<file path="config.mk">
export PLATFORM = sky130hd
export DESIGN_NAME = can_bit_sync_engine
export DESIGN_NICKNAME = d
export VERILOG_FILES = /design/src/rtl/can_bit_sync_engine.sv
export SDC_FILE = /design/constraint.sdc
export NUM_CORES = 1
export LEC_CHECK = 0
export BUFFER_PORTS_ARGS = -buffer_cell sky130_fd_sc_hd__buf_4
export CORE_MARGIN = 8
export CORE_UTILIZATION = 40
export DETAILED_ROUTE_END_ITERATION = 8
export PLACE_DENSITY = 0.57
export RECOVER_POWER = 50
export SKIP_LAST_GASP = 1
export SYNTH_ARGS = -nofsm -noshare
export SYNTH_HDL_FRONTEND = slang
export SYNTH_SLANG_ARGS = --single-unit
</file>
<file path="constraint.sdc">
create_clock -name clock -period 5.6 [get_ports clock]
set_input_delay 0.28 -clock clock [delete_from_list [all_inputs] [get_ports clock]]
set_output_delay 0.28 -clock clock [all_outputs]
set_load 0.01 [all_outputs]
</file>
<file path="src/rtl/can_bit_sync_engine.sv">
// rtl/can_bit_sync_engine.sv - CAN bit timing, hard sync and SJW-limited resynchronization engine
module can_bit_sync_engine #(
  parameter int BRP_W   = 8,
  parameter int TSEG1_W = 6,
  parameter int TSEG2_W = 5,
  parameter int SJW_W   = 4
) (
  input  logic                      clock,
  input  logic                      reset_n,
  input  logic                      enable,
  input  logic [BRP_W-1:0]          brp,
  input  logic [TSEG1_W-1:0]        tseg1,
  input  logic [TSEG2_W-1:0]        tseg2,
  input  logic [SJW_W-1:0]          sjw,
  input  logic                      hard_sync_enable,
  input  logic                      both_edges_mode,
  input  logic                      triple_sample_mode,
  input  logic                      rx,
  output logic                      tq_tick,
  output logic [1:0]                segment,
  output logic                      sample_point,
  output logic                      sampled_bit,
  output logic                      bit_end,
  output logic                      hard_sync_applied,
  output logic                      resync_applied,
  output logic signed [TSEG1_W+1:0] phase_error,
  output logic [SJW_W-1:0]          resync_amount,
  output logic                      sync_error,
  output logic                      config_error
);

  // Counter width holds a full bit (1 + tseg1 + ext + tseg2) and the signed phase error.
  localparam int CNT_W = TSEG1_W + 2;

  localparam logic [1:0] SEG_SYNC  = 2'd0;
  localparam logic [1:0] SEG_TSEG1 = 2'd1;
  localparam logic [1:0] SEG_TSEG2 = 2'd2;

  logic [BRP_W-1:0] prescaler;
  logic [CNT_W-1:0] tq_cnt;
  logic [SJW_W-1:0] ext;
  logic [SJW_W-1:0] shr;
  logic             sync_used;
  logic             rx_prev;
  logic [1:0]       tri_hist;

  logic             cfg_bad;
  logic             run;
  logic [CNT_W-1:0] tseg1_x, tseg2_x, ext_x, shr_x, sjw_x;
  logic [CNT_W-1:0] seg1_end, bit_last, end_lim, early_dist;
  logic             in_sync, in_tseg1, in_tseg2;
  logic             bus_edge, hard_now, resync_ok, early_now, nominal_end;
  logic [SJW_W-1:0] late_amt;
  logic             majority;

  assign cfg_bad = (tseg1 < TSEG1_W'(2)) || (tseg2 == '0) || (sjw == '0) ||
                   (CNT_W'(sjw) > CNT_W'(tseg1)) || (CNT_W'(sjw) > CNT_W'(tseg2)) ||
                   (triple_sample_mode && (tseg1 < TSEG1_W'(3)));
  // Pulses must stay quiet while the async reset is active, so reset_n gates run too.
  assign run          = reset_n && enable && !cfg_bad;
  assign config_error = reset_n && enable && cfg_bad;

  assign tseg1_x    = CNT_W'(tseg1);
  assign tseg2_x    = CNT_W'(tseg2);
  assign ext_x      = CNT_W'(ext);
  assign shr_x      = CNT_W'(shr);
  assign sjw_x      = CNT_W'(sjw);
  assign seg1_end   = tseg1_x + ext_x;
  assign bit_last   = seg1_end + tseg2_x;
  assign end_lim    = bit_last - shr_x;
  // Distance from an edge in TSEG2 to the next nominal SYNC_SEG, i.e. |phase error|.
  assign early_dist = bit_last + CNT_W'(1) - tq_cnt;

  assign in_sync  = (tq_cnt == '0);
  assign in_tseg1 = !in_sync && (tq_cnt <= seg1_end);
  assign in_tseg2 = !in_sync && !in_tseg1;
  assign segment  = in_sync ? SEG_SYNC : (in_tseg1 ? SEG_TSEG1 : SEG_TSEG2);

  assign bus_edge  = run && (both_edges_mode ? (rx_prev != rx) : (rx_prev && !rx));
  assign hard_now  = bus_edge && hard_sync_enable;
  assign resync_ok = bus_edge && !hard_sync_enable && !sync_used;
  assign early_now = resync_ok && in_tseg2 && (early_dist <= sjw_x);
  assign late_amt  = (tq_cnt < sjw_x) ? SJW_W'(tq_cnt) : sjw;

  assign tq_tick      = run && (prescaler == brp);
  assign sample_point = tq_tick && (tq_cnt == seg1_end);
  assign nominal_end  = tq_tick && (tq_cnt >= end_lim);
  assign bit_end      = nominal_end || early_now;

  // Two earlier tq-tick samples plus the current rx form the triple-sample vote.
  assign majority = (tri_hist[1] & tri_hist[0]) | (tri_hist[1] & rx) | (tri_hist[0] & rx);

  // Previous bus level for edge detection; tracks rx even while the engine is held.
  always_ff @(posedge clock or negedge reset_n) begin
    if (!reset_n) rx_prev <= 1'b1;
    else          rx_prev <= rx;
  end

  // Bit timing state: prescaler, tq position, sync corrections and sampled value.
  always_ff @(posedge clock or negedge reset_n) begin
    if (!reset_n) begin
      prescaler         <= '0;
      tq_cnt            <= '0;
      ext               <= '0;
      shr               <= '0;
      sync_used         <= 1'b0;
      tri_hist          <= 2'b11;
      sampled_bit       <= 1'b1;
      hard_sync_applied <= 1'b0;
      resync_applied    <= 1'b0;
      sync_error        <= 1'b0;
      phase_error       <= '0;
      resync_amount     <= '0;
    end else if (!run) begin
      prescaler         <= '0;
      tq_cnt            <= '0;
      ext               <= '0;
      shr               <= '0;
      sync_used         <= 1'b0;
      tri_hist          <= 2'b11;
      sampled_bit       <= 1'b1;
      hard_sync_applied <= 1'b0;
      resync_applied    <= 1'b0;
      sync_error        <= 1'b0;
      phase_error       <= '0;
      resync_amount     <= '0;
    end else begin
      hard_sync_applied <= 1'b0;
      resync_applied    <= 1'b0;
      sync_error        <= 1'b0;
      prescaler         <= tq_tick ? '0 : prescaler + BRP_W'(1);
      if (tq_tick) begin
        tri_hist <= {tri_hist[0], rx};
        if (nominal_end) begin
          tq_cnt <= '0;
          ext    <= '0;
          shr    <= '0;
        end else begin
          tq_cnt <= tq_cnt + CNT_W'(1);
        end
      end
      if (sample_point) begin
        sampled_bit <= triple_sample_mode ? majority : rx;
        sync_used   <= 1'b0;
      end
      // Sync actions come last so they override the bit-end restart and sync_used clear.
      if (hard_now) begin
        prescaler         <= '0;
        tq_cnt            <= '0;
        ext               <= '0;
        shr               <= '0;
        sync_used         <= 1'b1;
        hard_sync_applied <= 1'b1;
        phase_error       <= '0;
      end else if (bus_edge && !hard_sync_enable && sync_used) begin
        sync_error <= 1'b1;
      end else if (resync_ok && in_tseg1) begin
        ext            <= late_amt;
        phase_error    <= $signed(tq_cnt);
        resync_amount  <= late_amt;
        resync_applied <= 1'b1;
        sync_used      <= 1'b1;
      end else if (resync_ok && in_tseg2) begin
        phase_error    <= $signed(CNT_W'(0) - early_dist);
        resync_applied <= 1'b1;
        sync_used      <= 1'b1;
        if (early_dist <= sjw_x) begin
          // Edge tq becomes the new SYNC_SEG; the prescaler keeps running.
          tq_cnt        <= '0;
          ext           <= '0;
          shr           <= '0;
          resync_amount <= SJW_W'(early_dist);
        end else begin
          shr           <= sjw;
          resync_amount <= sjw;
        end
      end
    end
  end

endmodule

</file>
==> results.toml, run 1 <==
[clock_network]
cts_sinks = 44
cts_buffer_depth = 2
cts_tree = "built"
numCtsBuffers = 5
root_buffer = "clkbuf_8"
htreeDepth = 2
clk_pin_slew_ps = 90
insertion_delay_ps = 310

[flow_run]
cap_violations = 0

[min_path]
min_from = "rx"
hold_class = "primary input to flip-flop"

[cells_and_area]
area_growth_pct = 14.3
finalCoreUtilization = 0.461
nNetsFinal = 592
drive_above_1_share = 0.133
antenna_cells = 0

[timing]
final.setup.tns_ps = 0
tightest_slew_ps = 944
finalMaxSlewViolations = 0
fmax_mhz = 189
setup_violations = 0
grt_setup_unrepaired = "no"
fin_skew_ps = 8.78
hold_viol_final = 0
finalWorstPathRequiredPeriod_ps = 5280
slew_headroom = 0.370
min_period_over_period = 0.943

[setup_path]
rr_endpoint = "resync_amount[2]$_DFFE_PN0P_"
cp_slowest_cell = "fa_1"
r2r_cells = 16
worstSetupStartpoint = "ext[0]$_DFF_PN0_"
start_kind = "flip-flop"
path_depth = 16
crit_fanout = 7
path_buf_inv = 1
critPathRequiredTime_ps = 5320
r2r_setup_slack_ps = 540
regToRegStartpoint = "ext[0]$_DFF_PN0_"
endpoint = "bit_end"
cp.arrival_ps = 5000
slowest_delay_ps = 420
crit_path_end_kind = "output pin"
critical_path_class = "flip-flop to output pin"
crit_family = "adder cells"
path_cells = "ha_1 -> fa_1 -> a21o_1 -> a21oi_1 -> xnor2_1 -> ha_1 -> xnor2_1 -> ha_1 -> ha_1 -> or2_2 -> a31o_2 -> a21oi_1 -> xnor3_2 -> a211oi_4 -> a21o_2 -> buf_4"
cpMostUsedCell = "ha_1"

[yosys]
synth_mux_area_frac = 0.0419
yosys_warnings = 0
synth_area_um2 = 4090
syn-num-nets = 539
ys_seq_elements = 44
yosys.area_share.simple = 0.149
synth_compound_area_frac = 0.168
synth-async-reset-ratio = 1.00
synth_cells = 443
ys.flop_type = "dfrtp_1"
synth_top_family_by_area = "adder cells"
synth_top_area_frac = 0.244
ys_seq_area_frac = 0.270
synth-adder-area-share = 0.209
ys_top_cells_by_count = "ha_1, inv_1, dfrtp_1, nor2_1, a21oi_1"
synth_edf_count = 0
synthTopCellsByArea = "dfrtp_1, ha_1, xor2_1"
synth_top_area_cell = "dfrtp_1"
yosysMostFrequentCell = "ha_1"
synth_xor_area_frac = 0.109
synth_area_per_cell_um2 = 9.24
synth_cell_types = 55

[drt]
drt_iter0_markers = 166
drc = 0
dr_total_vias = 3416
routed_wl_mm = 11.1
wire_per_inst_um = 17.6
antenna_left = 0
via_per_inst = 5.40
dr.pass1.iters = 4

[pwr]
p_per_area_nw_per_um2 = 192
leakage_nw = 2.28
ir_drop_v = 0.0000886

[place]
port_buffers = 51
place_congestion = 0.849
hpwl_mm = 8.79

[die]
die_w_um = 117
design.die.area_um2 = 13700
pin_count = 52
start_util = 0.404
core_area_um2 = 10100
num_rows = 37
dieHeight_um = 117

[global_routing]
grt_max_degree = 46
grt_pass1_vias = 3566
grt_pass1_wl_mm = 18.5
grt_usage = 0.175
gr-total-overflow = 0
antenna_found_initial = 0

[outcome]
outcome = "completed"
## layout make-up
type / count / area, um2
fill: 1000 / 5460
multi-input combinational: 343 / 2770
sequential: 44 / 1110
timing repair buffer: 53 / 359
inverter: 49 / 184
tap: 136 / 170
clock buffer: 6 / 72.6
clock inverter: 2 / 12.5
## metrics by stage
step / cell area [um2] / hold slack (ps) / power [mW] / setup slack (ps) / instances
after floorplan: 4090 / -15.6 / 0.603 / 904 / 443
after global placement: 4620 / 333 / 0.689 / 597 / 624
after detailed placement: 4620 / 332 / 0.696 / 560 / 624
after CTS: 4720 / 90.6 / 0.907 / 324 / 633
after global routing: 4680 / 96.8 / 0.965 / 23.5 / 633
final: 4680 / 98.1 / 0.897 / 318 / 633
## worst reg2reg max path: cells and delay by family, from the launching register on
| kind | cells | cell delay (ps) |
|---|---|---|
| adder cells (fa/ha/maj) | 5 | 1600 |
| multiplexers | 1 | 380 |
| AO/OA/AOI/OAI | 6 | 1350 |
| flip-flops | 1 | 400 |
| AND/OR/NAND/NOR | 1 | 310 |
| XOR/XNOR | 3 | 900 |
## per-layer routing
layer	vias up	track usage	wire length (um)
met5	-	0	0
met4	0	0.0597	255
met3	21	0.0303	602
met2	79	0.275	4940
met1	1626	0.237	5330
li1	1690	-	-
## sequential cells by signal, summed over array words and instances, names as in the netlist
| register | cells |
|---|---|
| phase_error | 8 |
| prescaler | 8 |
| tq_cnt | 8 |
| ext | 4 |
| resync_amount | 4 |
| shr | 4 |
| tri_hist | 2 |
| hard_sync_applied | 1 |
| resync_applied | 1 |
| rx_prev | 1 |
| sampled_bit | 1 |
| sync_error | 1 |
| sync_used | 1 |
## logic make-up (layout without fill, tap and decap cells)
family                     Yosys count  count (layout)
xor gates and xnor gates            46              46
AOI/OAI and AO/OA                   95              95
muxes                               17              17
and+or+nand+nor                    119             119
buffers and inverters               56             110
adders and majority gates           66              66
DFF                                 44              44
## where the power goes
group	internal (mW)	switching [mW]
registers	0.319	0.00132
clock network	0.0875	0.120
logic	0.167	0.202
total	0.574	0.323
## worst min path at each step
stage                   endpoint  slack, ps  depth (start not counted)
6_report       rx_prev$_DFF_PN1_        100                          1
5_1_grt        rx_prev$_DFF_PN1_        100                          1
4_1_cts        rx_prev$_DFF_PN1_         90                          1
3_5_place_dp    shr[3]$_DFF_PN0_        330                          1
3_3_place_gp    shr[3]$_DFF_PN0_        330                          1
2_1_floorplan   ext[0]$_DFF_PN0_        -20                          0
## cells in the final DEF, fill, tap and decap left out, types with 5 or more instances in the layout
cell,netlist,routed
o211ai_1,6,6
clkbuf_1,6,12
nor3_1,14,14
buf_4,1,41
a21o_1,10,10
inv_1,48,48
a22o_1,8,8
xor2_1,22,22
o21ai_0,7,7
dfrtp_1,40,40
nand4_1,5,5
nand3_1,13,13
o31ai_1,5,5
nor2_1,28,28
ha_1,62,62
nand2_1,20,20
a21oi_1,27,27
nand2b_1,8,8
xnor2_1,21,21
a211oi_1,6,6
clkbuf_8,0,5
mux2i_1,16,16
or3_1,6,6
## repair_timing
action,CTS,global route
setup buffers,0,0
resized for setup,0,0
hold endpoints to repair,6,0
endpoints found under the setup margin,0,0
hold buffers,1,0
Power figures use the tool's default switching activity.
==> run 2: changes to the inputs <==
- MAX_ROUTING_LAYER: not set -> met4
==> results.toml, run 2 (same netlist as run 1, synthesis figures left out) <==
[cells_and_area]
finalCoreUtilization = 0.461
mostFrequentLayoutCells = "ha_1, inv_1, buf_4"
area_growth_pct = 14.3
top_regs = "phase_error (8), prescaler (8), tq_cnt (8)"
antenna_cells = 0
final_common_cell = "ha_1"
nNetsFinal = 592
stdcell_count = 633
drive_above_1_share = 0.133

[die]
pin_count = 52
dieHeight_um = 117
die_w_um = 117
num_rows = 37
start_util = 0.404
design.die.area_um2 = 13700
core_area_um2 = 10100

[timing]
finalMaxSlewViolations = 0
fin_skew_ps = 8.93
slew_headroom = 0.368
setup_violations = 0
min_period_over_period = 0.946
finalWorstPathRequiredPeriod_ps = 5300
hold_viol_final = 0
final.setup.tns_ps = 0
tightest_slew_ps = 949
fmax_mhz = 189
grt_setup_unrepaired = "no"

[setup_path]
crit_fanout = 7
crit_path_end_kind = "output pin"
r2r_cells = 16
critPathRequiredTime_ps = 5320
start_kind = "flip-flop"
cp.arrival_ps = 5020
critical_path_class = "flip-flop to output pin"

[drt]
drc = 0
wire_per_inst_um = 17.6
via_per_inst = 5.42
drt_iter0_markers = 160
dr_total_vias = 3430
route.met3.wl_um = 664
routed.top_layer = "met4"
wl_met2_mm = 4.95
wl_met1_mm = 5.29
antenna_left = 0
dr.pass1.iters = 4
routed_wl_mm = 11.2

[clock_network]
cts_buffer_depth = 2
insertion_delay_ps = 310
cts_sinks = 44
clk_pin_slew_ps = 90
htreeDepth = 2
numCtsBuffers = 5
root_buffer = "clkbuf_8"
cts_tree = "built"

[place]
port_buffers = 51
numPlacedInstances = 624
place_congestion = 0.862
hpwl_mm = 8.79

[global_routing]
grt_pass1_wl_mm = 18.5
grt_usage = 0.180
antenna_found_initial = 0
grt_max_degree = 46
gr-total-overflow = 0
grt_pass1_vias = 3560

[pwr]
leakage_nw = 2.28
p_per_area_nw_per_um2 = 191
p_clk_frac = 0.229
pwr-share-seq = 0.358
switching_share = 0.359
ir_drop_v = 0.0000883
combinationalPowerShare = 0.413
p_switching_mw = 0.321
internal_power_mw = 0.574
p_total_mw = 0.895

[min_path]
min_path_cells = 1
hold_class = "primary input to flip-flop"

[outcome]
outcome = "completed"

[flow_run]
cap_violations = 0
==> run 2: cell counts in the layout (fill, tap and decap cells not counted) <==
Identical to the previous run, type by type.
==> run 2: routing by layer <==
| layer | vias to the layer above | GRT usage |
|---|---|---|
| met3 | 21 | 0.0277 |
| met2 | 89 | 0.275 |
| met5 | - | - |
| met4 | 0 | 0.0597 |
| li1 | 1688 | - |
| met1 | 1632 | 0.239 |
==> run 2: final timing paths <==
kind                                             from  slack (ps)                      endpoint
setup / recovery                     ext[0]$_DFF_PN0_         300                       bit_end
hold reg to reg            phase_error[1]$_DFFE_PN0P_         490    phase_error[1]$_DFFE_PN0P_
hold / removal                                     rx         100             rx_prev$_DFF_PN1_
min in group asynchronous                     reset_n         530   hard_sync_applied$_DFF_PN0_
max in group asynchronous                     reset_n        4650    phase_error[4]$_DFFE_PN0P_
setup reg to reg                     ext[0]$_DFF_PN0_         530  resync_amount[2]$_DFFE_PN0P_
==> run 2: power by group through the flow <==
stage / sequential [mW] / combinational [mW] / clock [mW]
floorplan: 0.327 / 0.276 / 0
global placement: 0.327 / 0.362 / 0
detailed placement: 0.327 / 0.369 / 0
CTS: 0.321 / 0.373 / 0.213
global route: 0.321 / 0.420 / 0.224
finish: 0.321 / 0.370 / 0.205
==> run 2: metrics by stage <==
step | setup WS [ps] | hold WS, ps | instance area, um2
2_1_floorplan | 904 | -15.6 | 4090
3_3_place_gp | 597 | 333 | 4620
3_5_place_dp | 560 | 332 | 4620
4_1_cts | 324 | 90.6 | 4720
5_1_grt | 23.5 | 96.8 | 4680
6_report | 302 | 102 | 4680
==> run 2: worst max-delay path: stages, from the launching register on <==
cell and delay (ps):
dfrtp_1 400, ha_1 210, fa_1 420, a21o_1 170, a21oi_1 210, xnor2_1 220
ha_1 320, xnor2_1 380, ha_1 320, ha_1 330, or2_2 310, a31o_2 230
a21oi_1 150, xnor3_2 310, a211oi_4 420, a21o_2 190, buf_4 110
==> run 2: area by class of cell <==
cell class / instances / area (um2)
fill: 1000 / 5460
clock buffer: 6 / 72.6
clock inverter: 2 / 12.5
multi-input combinational: 343 / 2770
timing repair buffer: 53 / 359
tap: 136 / 170
inverter: 49 / 184
sequential: 44 / 1110
==> run 2: timing repair <==
item | CTS | global route
endpoints found under the hold margin | 6 | 0
setup endpoints to repair | 0 | 0
resized for setup | 0 | 0
setup buffers | 0 | 0
hold buffers | 1 | 0
